`src/rtl/wb_trig_ctrl_regs_if.sv`:
```
// Wishbone B3 bus bundle between the PCI-side master and the trigger control bank.
interface wb_trig_ctrl_regs_if;
  logic        cyc_i;
  logic        stb_i;
  logic        we_i;
  logic [31:0] adr_i;
  logic [31:0] dat_i;
  logic [3:0]  sel_i;
  logic [2:0]  cti_i;
  logic [1:0]  bte_i;
  logic [31:0] dat_o;
  logic        ack_o;
  logic        err_o;
  logic        rty_o;

  modport master (
    output cyc_i, stb_i, we_i, adr_i, dat_i, sel_i, cti_i, bte_i,
    input  dat_o, ack_o, err_o, rty_o
  );

  modport slave (
    input  cyc_i, stb_i, we_i, adr_i, dat_i, sel_i, cti_i, bte_i,
    output dat_o, ack_o, err_o, rty_o
  );
endinterface

```
`src/rtl/wb_trig_ctrl_regs.sv`:
```
// Wishbone B3 register bank for the SPI / clock-sync / JTAG mux / trigger control path.
//
// state    | meaning
// ---------+-------------------------------------------------------------
// S_IDLE   | waiting for cyc&stb; the accepting edge commits the access
// S_SINGLE | classic cycle acked this cycle; no new request taken
// S_BURST  | burst in progress; every cycle with stb held is a new beat
// S_ERROR  | err_o is high for the rejected access; nothing committed
module wb_trig_ctrl_regs #(
  parameter int  N_SCRODS       = 12,
  parameter int  N_SPI          = 4,
  parameter int  MIN_SCRODS_RST = 7,
  localparam int SEL_W          = (N_SPI > 1) ? $clog2(N_SPI) : 1,
  localparam int CNT_W          = $clog2(N_SCRODS + 1)
) (
  input  logic                 clk_i,
  input  logic                 reset_i,
  wb_trig_ctrl_regs_if.slave   wb,
  input  logic [31:0]          SPI_I,
  input  logic                 SPI_DONE_I,
  output logic [31:0]          SPI_O,
  output logic                 SPI_START_O,
  output logic [SEL_W-1:0]     SPI_SEL_O,
  output logic                 SYNC,
  output logic [3:0]           JTAG_MUX_SEL,
  output logic [N_SCRODS-1:0]  TRG_MASK,
  output logic [CNT_W-1:0]     MIN_SCRODS_REQUIRED,
  input  logic [31:0]          TRG_STATISTICS,
  output logic                 TRG_SOFT
);

  typedef enum logic [1:0] {
    S_IDLE   = 2'd0,
    S_SINGLE = 2'd1,
    S_BURST  = 2'd2,
    S_ERROR  = 2'd3
  } state_t;

  localparam logic [2:0] CTI_CLASSIC = 3'b000;
  localparam logic [2:0] CTI_CONST   = 3'b001;
  localparam logic [2:0] CTI_INCR    = 3'b010;
  localparam logic [2:0] CTI_END     = 3'b111;

  localparam logic [2:0] W_SPI_TX = 3'd0;
  localparam logic [2:0] W_SPI_RX = 3'd1;
  localparam logic [2:0] W_CTRL   = 3'd2;
  localparam logic [2:0] W_JTAG   = 3'd3;
  localparam logic [2:0] W_MASK   = 3'd4;
  localparam logic [2:0] W_TRGCFG = 3'd5;
  localparam logic [2:0] W_STAT   = 3'd6;
  localparam logic [2:0] W_STICKY = 3'd7;

  localparam logic [CNT_W-1:0] MIN_RST = CNT_W'(MIN_SCRODS_RST);

  state_t               state_q;
  logic [31:0]          spi_tx_q;
  logic                 start_q;
  logic [SEL_W-1:0]     spi_sel_q;
  logic                 sync_q;
  logic [3:0]           jtag_q;
  logic [N_SCRODS-1:0]  mask_q;
  logic [CNT_W-1:0]     min_q;
  logic                 soft_q;
  logic                 done_q;
  logic                 done_rise_q;
  logic                 done_seen_q;
  logic                 err_seen_q;

  logic [9:0]           word_idx;
  logic [2:0]           reg_idx;
  logic                 in_range;
  logic                 take;
  logic                 cti_single;
  logic                 cti_burst;
  logic                 legal;
  logic                 beat_ok;
  logic                 beat_err;
  logic                 wr_ok;
  logic                 rd_ok;
  logic [31:0]          rd_data;
  logic                 unused_adr;

  // Classify the current cycle: is a beat being taken, and is it legal.
  always_comb begin
    word_idx   = wb.adr_i[11:2];
    reg_idx    = word_idx[2:0];
    in_range   = (word_idx[9:3] == 7'd0);
    take       = wb.cyc_i && wb.stb_i && ((state_q == S_IDLE) || (state_q == S_BURST));
    cti_single = (wb.cti_i == CTI_CLASSIC) || (wb.cti_i == CTI_END);
    cti_burst  = (wb.cti_i == CTI_CONST) || (wb.cti_i == CTI_INCR);
    if (state_q == S_IDLE) begin
      legal = in_range && (cti_single || (cti_burst && (wb.bte_i == 2'b00)));
    end else begin
      legal = in_range && (cti_burst || (wb.cti_i == CTI_END));
    end
    beat_ok  = take && legal;
    beat_err = take && !legal;
    wr_ok    = beat_ok && wb.we_i;
    rd_ok    = beat_ok && !wb.we_i;
  end

  // Read mux; unused bits of every register read as zero.
  always_comb begin
    rd_data = '0;
    case (reg_idx)
      W_SPI_TX: rd_data = spi_tx_q;
      W_SPI_RX: rd_data = SPI_I;
      W_CTRL: begin
        rd_data[0]          = start_q;
        rd_data[1]          = SPI_DONE_I;
        rd_data[2 +: SEL_W] = spi_sel_q;
        rd_data[8]          = sync_q;
      end
      W_JTAG:   rd_data[3:0] = jtag_q;
      W_MASK:   rd_data[N_SCRODS-1:0] = mask_q;
      W_TRGCFG: rd_data[CNT_W-1:0] = min_q;
      W_STAT:   rd_data = TRG_STATISTICS;
      W_STICKY: rd_data[1:0] = {err_seen_q, done_seen_q};
      default:  rd_data = '0;
    endcase
  end

  // Bus FSM with registered terminations; a request at edge N is answered in cycle N+1.
  always_ff @(posedge clk_i) begin
    if (reset_i) begin
      state_q  <= S_IDLE;
      wb.ack_o <= 1'b0;
      wb.err_o <= 1'b0;
    end else begin
      wb.ack_o <= beat_ok;
      wb.err_o <= beat_err;
      case (state_q)
        S_IDLE: begin
          if (beat_err) begin
            state_q <= S_ERROR;
          end else if (beat_ok) begin
            state_q <= cti_single ? S_SINGLE : S_BURST;
          end
        end
        S_BURST: begin
          if (beat_err) begin
            state_q <= S_ERROR;
          end else if (beat_ok && cti_burst) begin
            state_q <= S_BURST;
          end else begin
            state_q <= S_IDLE;
          end
        end
        default: state_q <= S_IDLE;
      endcase
    end
  end

  // Registered read data, captured on the accepting edge of a read.
  always_ff @(posedge clk_i) begin
    if (reset_i) begin
      wb.dat_o <= '0;
    end else begin
      wb.dat_o <= rd_ok ? rd_data : 32'd0;
    end
  end

  // Register writes, done-edge handling and sticky status; order gives write/set priority.
  always_ff @(posedge clk_i) begin
    if (reset_i) begin
      spi_tx_q    <= '0;
      start_q     <= 1'b0;
      spi_sel_q   <= '0;
      sync_q      <= 1'b1;
      jtag_q      <= '0;
      mask_q      <= '1;
      min_q       <= MIN_RST;
      soft_q      <= 1'b0;
      done_q      <= 1'b0;
      done_rise_q <= 1'b0;
      done_seen_q <= 1'b0;
      err_seen_q  <= 1'b0;
    end else begin
      done_q      <= SPI_DONE_I;
      done_rise_q <= SPI_DONE_I && !done_q;
      soft_q      <= 1'b0;
      if (done_rise_q) begin
        start_q <= 1'b0;
      end
      if (wr_ok) begin
        case (reg_idx)
          W_SPI_TX: begin
            for (int b = 0; b < 4; b++) begin
              if (wb.sel_i[b]) begin
                spi_tx_q[8*b +: 8] <= wb.dat_i[8*b +: 8];
              end
            end
          end
          W_CTRL: begin
            if (wb.sel_i[0]) begin
              start_q   <= wb.dat_i[0];
              spi_sel_q <= wb.dat_i[2 +: SEL_W];
            end
            if (wb.sel_i[1]) begin
              sync_q <= wb.dat_i[8];
            end
          end
          W_JTAG: begin
            if (wb.sel_i[0]) begin
              jtag_q <= wb.dat_i[3:0];
            end
          end
          W_MASK: begin
            if (wb.sel_i[0]) begin
              mask_q <= wb.dat_i[N_SCRODS-1:0];
            end
          end
          W_TRGCFG: begin
            if (wb.sel_i[0]) begin
              min_q <= wb.dat_i[CNT_W-1:0];
            end
            if (wb.sel_i[2]) begin
              soft_q <= wb.dat_i[16];
            end
          end
          W_STICKY: begin
            if (wb.sel_i[0]) begin
              if (wb.dat_i[0]) done_seen_q <= 1'b0;
              if (wb.dat_i[1]) err_seen_q  <= 1'b0;
            end
          end
          default: ;
        endcase
      end
      if (done_rise_q) begin
        done_seen_q <= 1'b1;
      end
      if (beat_err) begin
        err_seen_q <= 1'b1;
      end
    end
  end

  assign wb.rty_o            = 1'b0;
  assign SPI_O               = spi_tx_q;
  assign SPI_START_O         = start_q;
  assign SPI_SEL_O           = spi_sel_q;
  assign SYNC                = sync_q;
  assign JTAG_MUX_SEL        = jtag_q;
  assign TRG_MASK            = mask_q;
  assign MIN_SCRODS_REQUIRED = min_q;
  assign TRG_SOFT            = soft_q;

  assign unused_adr = ^{wb.adr_i[31:12], wb.adr_i[1:0]};

endmodule

```
`src/flat_wrapper.sv`:
```
// flat-port wrapper written by rule: the top's interface ports become plain ports
module wb_trig_ctrl_regs_flat 
#(
  parameter int  N_SCRODS       = 12,
  parameter int  N_SPI          = 4,
  parameter int  MIN_SCRODS_RST = 7,
  localparam int SEL_W          = (N_SPI > 1) ? $clog2(N_SPI) : 1,
  localparam int CNT_W          = $clog2(N_SCRODS + 1)
)
  (clk_i, reset_i, SPI_I, SPI_DONE_I, SPI_O, SPI_START_O, SPI_SEL_O, SYNC, JTAG_MUX_SEL, TRG_MASK, MIN_SCRODS_REQUIRED, TRG_STATISTICS, TRG_SOFT, wb_cyc_i, wb_stb_i, wb_we_i, wb_adr_i, wb_dat_i, wb_sel_i, wb_cti_i, wb_bte_i, wb_dat_o, wb_ack_o, wb_err_o, wb_rty_o);
  wb_trig_ctrl_regs_if wb_i ();
  input  logic clk_i;
  input  logic reset_i;
  input  logic [31:0] SPI_I;
  input  logic SPI_DONE_I;
  output logic [31:0] SPI_O;
  output logic SPI_START_O;
  output logic [SEL_W-1:0] SPI_SEL_O;
  output logic SYNC;
  output logic [3:0] JTAG_MUX_SEL;
  output logic [N_SCRODS-1:0] TRG_MASK;
  output logic [CNT_W-1:0] MIN_SCRODS_REQUIRED;
  input  logic [31:0] TRG_STATISTICS;
  output logic TRG_SOFT;
  input wire logic [$bits(wb_i.cyc_i)-1:0] wb_cyc_i;
  input wire logic [$bits(wb_i.stb_i)-1:0] wb_stb_i;
  input wire logic [$bits(wb_i.we_i)-1:0] wb_we_i;
  input wire logic [$bits(wb_i.adr_i)-1:0] wb_adr_i;
  input wire logic [$bits(wb_i.dat_i)-1:0] wb_dat_i;
  input wire logic [$bits(wb_i.sel_i)-1:0] wb_sel_i;
  input wire logic [$bits(wb_i.cti_i)-1:0] wb_cti_i;
  input wire logic [$bits(wb_i.bte_i)-1:0] wb_bte_i;
  output wire logic [$bits(wb_i.dat_o)-1:0] wb_dat_o;
  output wire logic [$bits(wb_i.ack_o)-1:0] wb_ack_o;
  output wire logic [$bits(wb_i.err_o)-1:0] wb_err_o;
  output wire logic [$bits(wb_i.rty_o)-1:0] wb_rty_o;
  assign wb_i.cyc_i = wb_cyc_i;
  assign wb_i.stb_i = wb_stb_i;
  assign wb_i.we_i = wb_we_i;
  assign wb_i.adr_i = wb_adr_i;
  assign wb_i.dat_i = wb_dat_i;
  assign wb_i.sel_i = wb_sel_i;
  assign wb_i.cti_i = wb_cti_i;
  assign wb_i.bte_i = wb_bte_i;
  assign wb_dat_o = wb_i.dat_o;
  assign wb_ack_o = wb_i.ack_o;
  assign wb_err_o = wb_i.err_o;
  assign wb_rty_o = wb_i.rty_o;
  wb_trig_ctrl_regs #(.N_SCRODS(N_SCRODS), .N_SPI(N_SPI), .MIN_SCRODS_RST(MIN_SCRODS_RST)) u_core (.clk_i(clk_i), .reset_i(reset_i), .wb(wb_i), .SPI_I(SPI_I), .SPI_DONE_I(SPI_DONE_I), .SPI_O(SPI_O), .SPI_START_O(SPI_START_O), .SPI_SEL_O(SPI_SEL_O), .SYNC(SYNC), .JTAG_MUX_SEL(JTAG_MUX_SEL), .TRG_MASK(TRG_MASK), .MIN_SCRODS_REQUIRED(MIN_SCRODS_REQUIRED), .TRG_STATISTICS(TRG_STATISTICS), .TRG_SOFT(TRG_SOFT));
endmodule
```
`config.mk`:
```
export PLATFORM = sky130hd
export DESIGN_NAME = wb_trig_ctrl_regs_flat
export DESIGN_NICKNAME = d
export VERILOG_FILES = /design/src/rtl/wb_trig_ctrl_regs_if.sv /design/src/rtl/wb_trig_ctrl_regs.sv /design/src/flat_wrapper.sv
export SDC_FILE = /design/constraint.sdc
export NUM_CORES = 1
export LEC_CHECK = 0
export CAP_MARGIN = 20
export CORE_MARGIN = 8
export CORE_UTILIZATION = 43
export DETAILED_ROUTE_END_ITERATION = 12
export PLACE_DENSITY = 0.86
export SLEW_MARGIN = 5
export SYNTH_ARGS = -nofsm -noshare
export SYNTH_HDL_FRONTEND = slang
export SYNTH_SLANG_ARGS = --single-unit
```
`constraint.sdc`:
```
create_clock -name clk_i -period 4.8 [get_ports clk_i]
set_clock_uncertainty 0.15 [all_clocks]
set_input_delay 0.72 -clock clk_i [delete_from_list [all_inputs] [get_ports clk_i]]
set_output_delay 0.72 -clock clk_i [all_outputs]
set_load 0.05 [all_outputs]
```
Word level (Yosys, flattened, before mapping):

Cells that the tools add are included.

* logic and storage cells: 107
* bits of input ports: 143
* latch bits: 0
* ROM bits: 0
* output and inout port bits: 92
* memories: 0
* RAM bits: 0
* bits in registers: 97

* mux-type cells: 27
* multiply operators: 0
* $lt $le $gt $ge: 0
* shift operators: 0
* reduce and logical (&&, ||, !) cells: 45
* bitwise logic cells: 4
* eq/ne operators: 12
* $add $sub $neg: 0
* div/mod/pow operators: 0

Operators with widths (count)
* $pmux W20 S3: 1
* $reduce_and A3 Y1: 9
* $pmux W2 S8: 1
* $pmux W4 S4: 1
* $reduce_bool A2 Y1: 8
* $eq A3 B3 Y1 const B: 5
* $mux W1: 15
* $pmux W2 S7: 1
* $pmux W3 S4: 1
* $logic_and A1 B1 Y1: 11
* $mux W2: 5
* $eq A3 B2 Y1 const B: 3
* $reduce_and A4 Y1: 2
* $logic_not A7 Y1: 1
* $eq A3 B1 Y1 const B: 2
* $logic_not A3 Y1: 2
* $logic_or A1 B1 Y1: 5
* $pmux W1 S5: 1
* $logic_not A2 Y1: 2
* $not A1 Y1: 4
* $pmux W2 S2: 1
* $reduce_or A4 Y1: 1
* $logic_not A1 Y1: 3
* $ne A3 B1 Y1 const B: 1
* other kinds (2): 2

Logic depth before layout (Yosys ltp):

Gate-level depths: netlist (run 1).

* depth after elaboration: 11
* mapped depth: 7
* mapped depth without buffers: 4

Worst setup path after synthesis (run 1):

No wires, ideal clock.

* path kind: input-to-reg
* start: input port wb_adr_i[6]
* end: register u_core.wb.dat_o[1]
* data required time: 4572 ps
* setup slack: 2522 ps
* path buffers: 1
* cell stages on the path: 5
* data arrival time: 2050 ps
* setup time: 78 ps
* path through: nor4_2 nand4_2 or4_4 buf_6 nor3_1

* cells in the longest elaborated chain, start to end: 7
* elaborated cells on any way between the ends: 8
* classes of those cells: 1 x mux; 1 x bitwise; 6 x reduce/logical

Ends and longest elaborated chain
* start: declaration: line flat_wrapper.sv:28 `input wire logic [$bits(wb_i.adr_i)-1:0] wb_adr_i;`
* $logic_not A7 Y1 *: line wb_trig_ctrl_regs.sv:87 `in_range = (word_idx[9:3] == 7'd0);`
* $logic_and A1 B1 Y1, on equally long branches: line wb_trig_ctrl_regs.sv:94, wb_trig_ctrl_regs.sv:92
* $mux W1 *: line wb_trig_ctrl_regs.sv:91 `if (state_q == S_IDLE) begin`
* $logic_and A1 B1 Y1 *: line wb_trig_ctrl_regs.sv:96 `beat_ok = take && legal;`
* $logic_and A1 B1 Y1 *: line wb_trig_ctrl_regs.sv:99 `rd_ok = beat_ok && !wb.we_i;`
* $not A1 Y1 (no source line) *
* $reduce_or A2 Y1 (no source line) *
* end signal: assignment: line wb_trig_ctrl_regs.sv:159 `wb.dat_o <= rd_ok ? rd_data : 32'd0;`
* end: declaration: line wb_trig_ctrl_regs_if.sv:23 `output dat_o, ack_o, err_o, rty_o`

Mark *: on every way between the ends. The rest lies on a longest branch, timed or not.
A chain may end at the register's enable or synchronous reset.

Worst setup path in the final report (run 1):

* start: input port wb_adr_i[2]
* end: register u_core.spi_tx_q[0], in the netlist u_core.SPI_O[0]

* cells in the longest elaborated chain, start to end: 2

Ends and longest elaborated chain
* $logic_not A3 Y1: line wb_trig_ctrl_regs.sv:186 `case (reg_idx)`
* $reduce_and A3 Y1 (no source line)
* end signal: indexed assignment: line wb_trig_ctrl_regs.sv:190 `spi_tx_q[8*b +: 8] <= wb.dat_i[8*b +: 8];`
* end: declaration: line wb_trig_ctrl_regs.sv:56 `logic [31:0] spi_tx_q;`

No other way between the ends.

==> results.md, run 1 <==
* Min Clock Period, post-route at 3.16 ns
* Hold_sp: u_core.done_q$_SDFF_PP0_
* H-tree levels at 3
* Arrival @ worst endpoint at 3.24 ns
* Most frequent cells in the layout: 210 x clkdlybuf4s50_1, 97 x dfxtp_1, 46 x nor2_1, 38 x nand2_1, 35 x mux2i_1
* Fillers at 837
* Seq pwr share at 0.511
* Most Crowded Layer GR: met2
* Max-slew violation count at 0
* Std-Cell Rows at 37
* Vias in the first global route at 4953
* FF+latch count, synth at 97
* R2r worst-path depth at 5
* Placed cell areas at 6730 um^2
* Floorplan die height at 119 um
* Post-DP HPWL at 12500 um
* RD Place Congestion at 0.847
* Overflow after GRT at 0
* Port Buffers at 211
* Yosys cell types at 50
* Setup slack, reg-to-reg at 2.28 ns
* Met2 Use GR at 0.385
* Final instance area at 6930 um^2
* Slew headroom at 0.280
* Switch Pwr at 0.394 mW
* Ys async rst share at 0
* Mapped Nets at 661
* Required time worst endpoint at 4.88 ns
* Drt first pass iters at 5
* Final Hold Vio Count at 0
* RSZ-0062 raised after global routing: false
* Met3 Use GR at 0.0586
* Ranking of synthesized cells by area: dfxtp_1 42%, mux2i_1 7.7%, o31ai_1 5.2%
* Die X at 119 um
* Final Non-Filler Cells at 840
* DRC violations left at 0
* Critical path peak fanout at 23
* Gr usage total at 0.228
* Area leader, netlist: dfxtp_1
* Setup TNS at 0 ns
* Cells after Synth at 518
* Leak Pwr at 2.33 nW
* Clock slew at reported path FFs at 0.10 ns
* Root Buffer: clkbuf_8
* Core area at 10300 um^2
* CTS Buf Count at 9
* Power share of the clock group at 0.342
* Later-pin clock latency in the skew report at 0.36 ns
* Comb pwr share at 0.147
* Layout cells sized above 1 at 0.0639
* Final wirelength at 16900 um
* Most common cell after layout, fill and taps aside: clkdlybuf4s50_1
* Met1 Use GR at 0.263
* Routed vias at 4865
* YS warnings at 0
* Synthesized area per cell at 8.84 um^2
* Internal cell power at 1.19 mW
* Sequential fraction of the synthesis area at 0.424
* Post-CTS sizing at 0
* Routed len/inst at 20.1 um
* Die area at 14200 um^2
* # clock sinks at 97
* Worst-margin pin slew at 1.08 ns
* Cell Area, Synth at 4580 um^2
* Synth-to-layout area growth at 51.3%
* Clock tree from TritonCTS: built
* FF-to-FF End: u_core.wb.dat_o[1]$_SDFF_PP0_
* Hold path endpoint: u_core.done_rise_q$_SDFF_PP0_
* Clock Tree Buf Depth at 2
* Net Sw Frac at 0.249
* Max-cap violations at 0
* Nets@finish at 842
* Largest net degree at the start of global routing at 60
* Startpoint class of the critical path: input pin
* Worst vdd ir at 134 uV
* EDFF count, synth at 0
* Status: finished, final reports clean
* Postcts setup bufs at 0
* Hold Path Cell Cnt at 1
* 1st-iter DRT viols at 395
* CTS hold repair buffers at 0
* CP cell instances: clkdlybuf4s50_1 > nor3_2 > nand3_1 > o311ai_0 > o31ai_1
* ANT cells at 0
* Crit end category: flip-flop
* Global-route wire length before repair at 26400 um
* Dpl cells at 824
* # IOs at 235
* Top_reg_cell synth: dfxtp_1
* Initial antenna violation count at 0
* Period utilisation layout at 0.658
* Slowest-stage cell, CP: clkdlybuf4s50_1
* Routed Antenna Nets at 0
* Worst r2r src: u_core.state_q[0]$_SDFFE_PP0P_
* Starting density of the core at 0.444
* PD cells at 229 nW/um^2
* Smallest hold slack at 0.243 ns
* Min-delay worst type: reg -> reg
* Finish-stage setup viols at 0
* Yosys top cell area share at 0.424
* FMAX at 0.316 GHz
* Via-to-Cell Ratio at 5.79
* Max stage delay on crit path at 0.83 ns
* Critical path class: in -> reg
-- power groups by stage --
| stage | registers [mW] | clock network (mW) | logic (mW) |
|---|---|---|---|
| 6_report | 0.809 | 0.542 | 0.233 |
| 5_1_grt | 0.810 | 0.584 | 0.249 |
| 4_1_cts | 0.809 | 0.547 | 0.231 |
| 3_5_place_dp | 0.828 | 0 | 0.229 |
| 3_3_place_gp | 0.828 | 0 | 0.223 |
| 2_1_floorplan | 0.829 | 0 | 0.0995 |
-- synthesized netlist by cell type, types with 3 or more instances --
cell and instances:
nor2b_1 24, nor3_2 3, clkbuf_1 23, nand2_1 38, o31ai_1 32, and3_1 4
dfxtp_1 97, nand4_1 31, nor2_1 46, o2bb2ai_1 8, mux2_2 3, a221oi_1 3
nand3_1 10, a21oi_1 30, a22oi_1 28, and4_1 3, buf_1 10, o21ai_0 22
nor4_1 4, mux2i_1 35, inv_1 3, buf_2 17, o311ai_0 4, nor3_1 5
mux4_2 3
-- through the flow --
step                 util  worst slack, ns  power [mW]
floorplan               -             2.52       0.928
global placement    0.652             1.42        1.05
detailed placement  0.652             1.32        1.06
CTS                 0.671             1.70        1.59
global route        0.671             1.43        1.64
finish              0.671             1.64        1.58
-- logic make-up after synthesis --
group / Yosys count / synth area share
other cells: 1 / 0.000819
mux: 41 / 0.0986
buf+inv: 57 / 0.0546
flops: 97 / 0.424
compound gates: 140 / 0.211
simple gates: 182 / 0.210
-- final cells by class --
cell class                      count  area (um^2)  share of cell area
Clock buffer                       12          145              0.0209
Clock inverter                      4         51.3             0.00740
Inverter                            4         15.0             0.00217
Multi-Input combinational cell    364         2410               0.348
Sequential cell                    97         1940               0.280
Tap cell                          136          170              0.0246
Timing Repair Buffer              223         2200               0.317
-- routing by layer --
layer	vias up	wire length [um]
met1	2290	6680
met5	-	0
met4	0	612
li1	2286	-
met2	248	8120
met3	41	1480
-- worst max-delay path, delay by kind of cell --
family                 cells  cell delay (ns)
AND/OR/NAND/NOR            2             1.01
buffers and inverters      1             0.83
AO/OA/AOI/OAI              2             0.67
-- state kept, by name, indices dropped and copies added (netlist names), 2 cells and up --
| register | cells |
|---|---|
| u_core.SPI_O | 32 |
| u_core.SPI_SEL_O | 2 |
| u_core.wb.dat_o | 32 |
| u_core.MIN_SCRODS_REQUIRED | 4 |
| u_core.TRG_MASK | 12 |
| u_core.state_q | 2 |
| u_core.JTAG_MUX_SEL | 4 |
-- worst max-delay path by stage --
| stage | start | to | slack (ns) | depth (start not counted) |
|---|---|---|---|---|
| floorplan | wb_adr_i[6] | u_core.wb.dat_o[1]$_SDFF_PP0_ | 2.52 | 5 |
| global placement | wb_cti_i[1] | u_core.wb.dat_o[1]$_SDFF_PP0_ | 1.42 | 6 |
| detailed placement | wb_adr_i[2] | u_core.SPI_O[0]$_SDFFE_PP0P_ | 1.32 | 5 |
| CTS | wb_adr_i[2] | u_core.SPI_O[0]$_SDFFE_PP0P_ | 1.70 | 5 |
| global route | wb_adr_i[2] | u_core.SPI_O[0]$_SDFFE_PP0P_ | 1.43 | 5 |
| finish | wb_adr_i[2] | u_core.SPI_O[0]$_SDFFE_PP0P_ | 1.64 | 5 |
(Power assumes the default switching activity.)
==> run 2: changes to the inputs <==
Settings changed: CORE_UTILIZATION 43 to 36, PLACE_DENSITY 0.86 to 0.77.
Clock period 4.8 ns to 2.9 ns, I/O delays scaled along.
==> results.md, run 2 (synthesis gave the netlist of run 1 again) <==
* CTS Buf Count at 9
* Hold Path Cell Cnt at 1
* R2r worst-path depth at 4
* Arrival @ worst endpoint at 2.50 ns
* Gr usage total at 0.204
* Crit end category: flip-flop
* Starting density of the core at 0.366
* Setup TNS at 0 ns
* Die X at 129 um
* Global-route wire length before repair at 26800 um
* Routed Antenna Nets at 0
* Final Hold Vio Count at 0
* Place WS at 0.115 ns
* Startpoint class of the critical path: input pin
* Vias in the first global route at 4919
* Critical path class: in -> reg
* Required time worst endpoint at 3.02 ns
* Largest net degree at the start of global routing at 60
* Clock Tree Buf Depth at 2
* Later-pin clock latency in the skew report at 0.35 ns
* Postcts setup bufs at 0
* Status: finished, final reports clean
* Min Clock Period, post-route at 2.39 ns
* Slew headroom at 0.586
* Final Non-Filler Cells at 888
* Port Buffers at 211
* Worst-margin pin slew at 0.621 ns
* Final Core Density at 0.574
* Routed len/inst at 19.7 um
* Max-slew violation count at 0
* Finish-stage setup viols at 0
* Clock tree from TritonCTS: built
* CTS hold repair buffers at 0
* Final wirelength at 17500 um
* Post-DP HPWL at 13100 um
* Die area at 16600 um^2
* Most frequent cells in the layout: 210 x clkdlybuf4s50_1, 97 x dfxtp_1, 46 x nor2_1, 38 x nand2_1, 35 x mux2i_1
* Root Buffer: clkbuf_16
* Leak Pwr at 2.44 nW
* FMAX at 0.419 GHz
* # IOs at 235
* Period utilisation layout at 0.823
* Routed vias at 4887
* H-tree levels at 3
* Via-to-Cell Ratio at 5.50
* 1st-iter DRT viols at 424
* Drt first pass iters at 5
* Initial antenna violation count at 0
* Max-cap violations at 0
* Floorplan die height at 129 um
* Min-delay worst type: reg -> reg
* ANT cells at 0
* Overflow after GRT at 0
* Synth-to-layout area growth at 56.9%
* Nets@finish at 855
* Most common cell after layout, fill and taps aside: clkdlybuf4s50_1
* Post-CTS sizing at 0
* Dpl cells at 873
* Std-Cell Rows at 41
* RSZ-0062 raised after global routing: false
* Final setup margin at 0.512 ns
* PD cells at 407 nW/um^2
* RD Place Congestion at 0.828
* Clock slew at reported path FFs at 0.07 ns
* # clock sinks at 97
* DRC violations left at 0
* Core area at 12500 um^2
* Worst vdd ir at 241 uV
* Critical path peak fanout at 39
* Layout cells sized above 1 at 0.0796
## run 2: path summary, 6_finish.rpt
kind,from,to,slack (ns)
worst max-delay path,wb_adr_i[6],u_core.JTAG_MUX_SEL[2]$_SDFFE_PP0P_,0.51
worst min-delay path,u_core.done_q$_SDFF_PP0_,u_core.done_rise_q$_SDFF_PP0_,0.23
worst max register to register,u_core.state_q[0]$_SDFFE_PP0P_,u_core.SPI_O[26]$_SDFFE_PP0P_,0.76
worst min register to register,u_core.done_q$_SDFF_PP0_,u_core.done_rise_q$_SDFF_PP0_,0.23
## run 2: layer usage
metal / global-route usage / wire length (um) / vias to the layer above
met1: 0.238 / 7210 / 2352
li1: - / - / 2310
met4: 0.0622 / 323 / 0
met5: 0 / 0 / -
met3: 0.0621 / 1430 / 23
met2: 0.351 / 8540 / 202
## run 2: worst max-delay path: stages
cell and delay (ns):
clkdlybuf4s50_1 0.44, nor4_2 0.43, nand4_2 0.14, buf_4 0.30, nor3_2 0.44, mux2i_1 0.30
## run 2: area by class of cell
class	count	area, um^2
fillers	1123	5330
multi-input cells	364	2410
repair buffers	236	2320
flip-flops and latches	97	1940
clock buffers	11	233
well taps	172	215
clock inverters	4	53.8
inverters	4	15.0
## run 2: through the flow
| stage | instance area (um^2) | hold slack (ns) | total power, mW |
|---|---|---|---|
| 4_1_cts | 7190 | 0.231 | 2.94 |
| 6_report | 7190 | 0.233 | 2.92 |
| 3_5_place_dp | 6900 | 0.224 | 1.76 |
| 2_1_floorplan | 4580 | 0.217 | 1.54 |
| 3_3_place_gp | 6900 | 0.223 | 1.76 |
| 5_1_grt | 7190 | 0.262 | 3.02 |
## run 2: power breakdown
group          total, mW  switching [mW]  leakage, nW  internal (mW)
clock network       1.19           0.516        0.138          0.669
registers           1.34         0.00290        0.783           1.34
logic              0.400           0.184         1.52          0.216
total               2.92           0.703         2.44           2.22
